===== src/rtl/back_propagation_delta_weight_feeder.sv =====
// Sequencer for the hidden-1 back-propagation node: buffers NUM_DELTA deltas and
// streams (delta, weight) pairs node-major, one pair per cycle, from the weight RAM.
module back_propagation_delta_weight_feeder #(
    parameter int DATA_WIDTH = 32,
    parameter int NUM_DELTA  = 24,
    parameter int NUM_NODE   = 32,
    parameter int ADDR_WIDTH = 10
) (
    input  logic                  clk,
    input  logic                  rst_n,
    input  logic                  i_delta_valid,
    input  logic [DATA_WIDTH-1:0] i_delta,
    output logic                  o_ready,
    output logic                  o_weight_rd_en,
    output logic [ADDR_WIDTH-1:0] o_weight_addr,
    input  logic [DATA_WIDTH-1:0] i_weight,
    output logic                  o_valid,
    output logic [DATA_WIDTH-1:0] o_delta,
    output logic [DATA_WIDTH-1:0] o_weight,
    output logic                  o_busy,
    output logic                  o_done
);
    localparam int KW = (NUM_DELTA > 1) ? $clog2(NUM_DELTA) : 1;
    localparam int NW = (NUM_NODE > 1) ? $clog2(NUM_NODE) : 1;
    localparam logic [KW-1:0] K_LAST = KW'(NUM_DELTA - 1);
    localparam logic [NW-1:0] N_LAST = NW'(NUM_NODE - 1);

    typedef enum logic [1:0] {
        LOAD   = 2'd0,
        STREAM = 2'd1,
        FLUSH  = 2'd2
    } state_t;

    state_t          state, state_nxt;
    logic [KW-1:0]   load_cnt, load_cnt_nxt;
    logic [KW-1:0]   k_cnt, k_cnt_nxt;
    logic [NW-1:0]   n_cnt, n_cnt_nxt;
    logic            done_nxt;
    logic            load_wr;

    logic [DATA_WIDTH-1:0] dbuf [NUM_DELTA];
    logic                  rd_vld_p0;
    logic [KW-1:0]         k_p0;

    always_comb begin
        state_nxt    = state;
        load_cnt_nxt = load_cnt;
        k_cnt_nxt    = k_cnt;
        n_cnt_nxt    = n_cnt;
        done_nxt     = 1'b0;
        load_wr      = 1'b0;
        case (state)
            LOAD: begin
                if (i_delta_valid) begin
                    load_wr = 1'b1;
                    if (load_cnt == K_LAST) begin
                        load_cnt_nxt = '0;
                        state_nxt    = STREAM;
                    end else begin
                        load_cnt_nxt = load_cnt + KW'(1);
                    end
                end
            end
            STREAM: begin
                if (k_cnt == K_LAST) begin
                    k_cnt_nxt = '0;
                    if (n_cnt == N_LAST) begin
                        n_cnt_nxt = '0;
                        state_nxt = FLUSH;
                    end else begin
                        n_cnt_nxt = n_cnt + NW'(1);
                    end
                end else begin
                    k_cnt_nxt = k_cnt + KW'(1);
                end
            end
            FLUSH: begin
                // The last pair is on the outputs once no read remains in flight.
                if (o_valid && !rd_vld_p0) begin
                    state_nxt = LOAD;
                    done_nxt  = 1'b1;
                end
            end
            default: state_nxt = LOAD;
        endcase
    end

    assign o_ready        = (state == LOAD);
    assign o_busy         = (state == STREAM) || (state == FLUSH);
    assign o_weight_rd_en = (state == STREAM);
    assign o_weight_addr  = ADDR_WIDTH'(n_cnt) * ADDR_WIDTH'(NUM_DELTA) + ADDR_WIDTH'(k_cnt);

    always_ff @(posedge clk or negedge rst_n) begin
        if (!rst_n) begin
            state     <= LOAD;
            load_cnt  <= '0;
            k_cnt     <= '0;
            n_cnt     <= '0;
            o_done    <= 1'b0;
            rd_vld_p0 <= 1'b0;
            o_valid   <= 1'b0;
        end else begin
            state     <= state_nxt;
            load_cnt  <= load_cnt_nxt;
            k_cnt     <= k_cnt_nxt;
            n_cnt     <= n_cnt_nxt;
            o_done    <= done_nxt;
            rd_vld_p0 <= o_weight_rd_en;
            o_valid   <= rd_vld_p0;
        end
    end

    always_ff @(posedge clk) begin
        if (load_wr) begin
            dbuf[load_cnt] <= i_delta;
        end
    end

    // p0: delta index travels alongside the outstanding RAM read
    always_ff @(posedge clk) begin
        k_p0 <= k_cnt;
    end

    // p1: RAM word and matching buffered delta become the output pair
    always_ff @(posedge clk or negedge rst_n) begin
        if (!rst_n) begin
            o_delta  <= '0;
            o_weight <= '0;
        end else if (rd_vld_p0) begin
            o_delta  <= dbuf[k_p0];
            o_weight <= i_weight;
        end
    end
endmodule


===== config.mk =====
export PLATFORM = sky130hd
export DESIGN_NAME = back_propagation_delta_weight_feeder
export DESIGN_NICKNAME = d
export VERILOG_FILES = /design/src/rtl/back_propagation_delta_weight_feeder.sv
export SDC_FILE = /design/constraint.sdc
export NUM_CORES = 1
export LEC_CHECK = 0
export BUFFER_PORTS_ARGS = -buffer_cell sky130_fd_sc_hd__buf_2
export CORE_ASPECT_RATIO = 1.5
export CORE_MARGIN = 2
export CORE_UTILIZATION = 58
export DETAILED_ROUTE_END_ITERATION = 6
export PLACE_DENSITY = 0.78
export RECOVER_POWER = 100
export SYNTH_ARGS = -nofsm -noshare
export SYNTH_HDL_FRONTEND = slang
export SYNTH_SLANG_ARGS = --single-unit

===== constraint.sdc =====
create_clock -name clk -period 4 [get_ports clk]
set_input_delay 0.4 -clock clk [delete_from_list [all_inputs] [get_ports clk]]
set_output_delay 0.4 -clock clk [all_outputs]
set_load 0.005 [all_outputs]

==> impl_metrics.csv <==
group,metric,value,unit
sta,setup_viol,0,
finish,area_growth,12.7,%
critical_path,slowest_delay,0.96,ns
clock_tree,clkTransAtPathRegs,0.06,ns
drt,wl_per_cell,28.6,um
global_routing,grt_max_degree,67,
logic_synthesis,syn_area,32800,sq um
pwr,pwr_density_cell,649,nW/um^2
sta,tightest_slew,1.91,ns
clock_tree,clk_latency,0.61,ns
clock_tree,cts_htree_levels,3,
clock_tree,hold_buffers,1,
critical_path,startpoint,"state[0]",
clock_tree,post-cts-setup-buffers,0,
placement,dpl.hpwl,41400,um
sta,whs,0.0375,ns
sta,fin_crit_sh,89.9,%
critical_path,worstSetupStartpointType,"flip-flop",
die,start_util,58.8,%
placement,place_congestion,0.789,
clock_tree,post_cts_resized,0,
drt,finalWirelength,70600,um
finish,antenna_cells,0,
critical_path,rrSetupSlack,0.41,ns
logic_synthesis,synth_cell_type_count,42,
drt,drt_iter0_drc,1488,
critical_path,worst_r2r_path_depth,6,
logic_synthesis,syn_area_per_cell,22.4,sq um
critical_path,cp_data_arrival_time,3.82,ns
logic_synthesis,ys_seq_area_share,77.0,%
finish,nNetsFinal,1734,
die,coreArea,55800,sq um
sta,slew_viol_final,144,
drt,drc_errors,0,
critical_path,cp-endpoint,"dbuf[9][22]",
logic_synthesis,synth_edf_count,768,
clock_tree,root_buffer,"clkbuf_16",
critical_path,end_kind,"flip-flop",
status,violations,"max-capacitance violations, max-slew violations",
critical_path,r2r-end,"dbuf[9][22]",
logic_synthesis,synthCells,1463,
min_path,hold_class,"input port to flip-flop",
global_routing,first_global_vias,16352,
sta,tns,0,ns
finish,layout_commonest_cell,"edfxtp_1",
critical_path,critPathKind,"flip-flop to flip-flop",
clock_tree,cts_tree,"built",
status,outcome,"complete, but fails checks",
global_routing,grt_first_pass_wirelength,104000,um
finish,final_cell_mix,"768 x edfxtp_1, 192 x mux4_2, 93 x clkbuf_1",
logic_synthesis,syn_nets,1549,
drt,via_per_inst,6.31,
critical_path,critPathBufInv,2,
clock_tree,cts_buffer_depth,3,
clock_tree,clock_sinks,857,
sta,rsz0062_at_grt,"false",
run,cap_violations,5,
critical_path,cp_max_fo,24,
pwr,power.leakage,11.9,nW
die,fp.dieArea,58500,sq um
drt,ant_nets,0,
global_routing,track_usage,24.9,%
critical_path,cp_data_required_time,4.22,ns
sta,layout_min_cycle_time,3.59,ns
logic_synthesis,async_flop_share,9.80,%
drt,num_vias,15559,
logic_synthesis,ys.flop_type,"edfxtp_1",
critical_path,cp.depth,6,
clock_tree,numCtsBuffers,74,
critical_path,crit_family,"simple AND/OR/NAND/NOR gates",
die,die_h,295,um
pwr,total_power,0.0240,W
sta,max_freq,0.278,GHz
placement,portBuffers,145,
critical_path,slowest_stage,"nor2_1",
sta,hold_viol_final,0,
global_routing,antenna_found_initial,0,
die,die_w,198,um
finish,drive_above_1_share,28.7,%
die,pin_count,146,
drt,drt_pre_antenna_iters,5,
critical_path,r2r-start,"state[0]",
logic_synthesis,synth_seq_cells,857,
sta,fin_skew,0.0281,ns
die,core.rowCount,106,
logic_synthesis,yosys_warnings,0,
pwr,max-vdd-ir-drop,0.421,mV
critical_path,crit_chain,"inv_1 -> ha_1 -> and2_0 -> nand2_1 -> nor2_1 -> clkbuf_2",
global_routing,gr-total-overflow,0,
sta,relSlewSlack,-27.3,%
[routing by layer]
metal,track usage [%],part of all wire (%)
met1,31.9,37
met2,43.7,53
met3,4.27,7.0
met4,7.59,2.7
met5,0,0
[cell type report]
class,count,area (sq um)
sequential,857,25300
timing repair buffer,187,1140
inverter,11,41.3
multi-input combinational,517,7140
tap,756,946
clock inverter,49,447
fill,3492,18900
clock buffer,89,1970
[flip-flops by register name, summed over array words and instances, names as in the netlist, 2 cells and up]
register / count
n_cnt: 5
k_cnt: 5
o_delta: 32
k_p0: 5
load_cnt: 5
dbuf: 768
o_weight: 32
state: 2
[worst min path at each step]
stage,from,endpoint,slack [ns],cells past startpoint
after global routing,i_weight[0],o_weight[0],0.008,2
after floorplan,rst_n,k_cnt[0],0.10,0
final,i_weight[24],o_weight[24],0.04,2
after CTS,i_weight[24],o_weight[24],0.01,2
after global placement,k_cnt[1],k_p0[1],0.44,0
after detailed placement,k_cnt[1],k_p0[1],0.45,0
[through the flow]
stage	worst slack, ns	util [%]	cells	area, sq um
4_1_cts	0.427	66.8	2466	37300
3_5_place_dp	1.07	62.4	2327	34800
5_1_grt	0.185	66.2	2466	37000
2_1_floorplan	0.878	-	1463	32800
6_report	0.406	66.2	2466	37000
3_3_place_gp	1.11	62.4	2327	34800
[cell families (layout without fill, tap and decap cells)]
logic type | count (synthesis) | count (layout) | synth area share [%]
simple gates | 77 | 77 | 1.16
fa+ha+maj | 19 | 19 | 0.770
compound gates | 85 | 85 | 2.00
xor+xnor | 9 | 9 | 0.240
buf+inv | 89 | 336 | 1.27
flops | 857 | 857 | 77.0
mux | 327 | 327 | 17.6
[report_power, final]
part	internal (W)	switching [W]	total, W
sequential	0.0107	0.000627	0.0114
combinational	0.00280	0.00273	0.00553
clock	0.00395	0.00315	0.00710
[synth_stat cells, drive strengths merged (2+ instances only)]
cell type,n,area share (%)
a21o,4,0.092
a21oi,3,0.046
a221o,32,0.98
and2,3,0.057
and3b,3,0.080
buf,37,0.67
clkbuf,41,0.47
dfrtp,84,6.4
dfxtp,5,0.31
edfxtp,768,70
fa,2,0.12
ha,17,0.65
inv,10,0.11
mux2,68,2.3
mux2i,67,2.0
mux4,192,13
nand2,17,0.19
nand3,6,0.092
nand3b,3,0.069
nand4,3,0.057
nor2,30,0.34
nor2b,2,0.038
o21ai,7,0.11
o22ai,33,0.63
o31ai,2,0.046
or3,3,0.057
or3b,2,0.053
xnor2,7,0.19
xor2,2,0.053
Power figures use the tool's default switching activity.
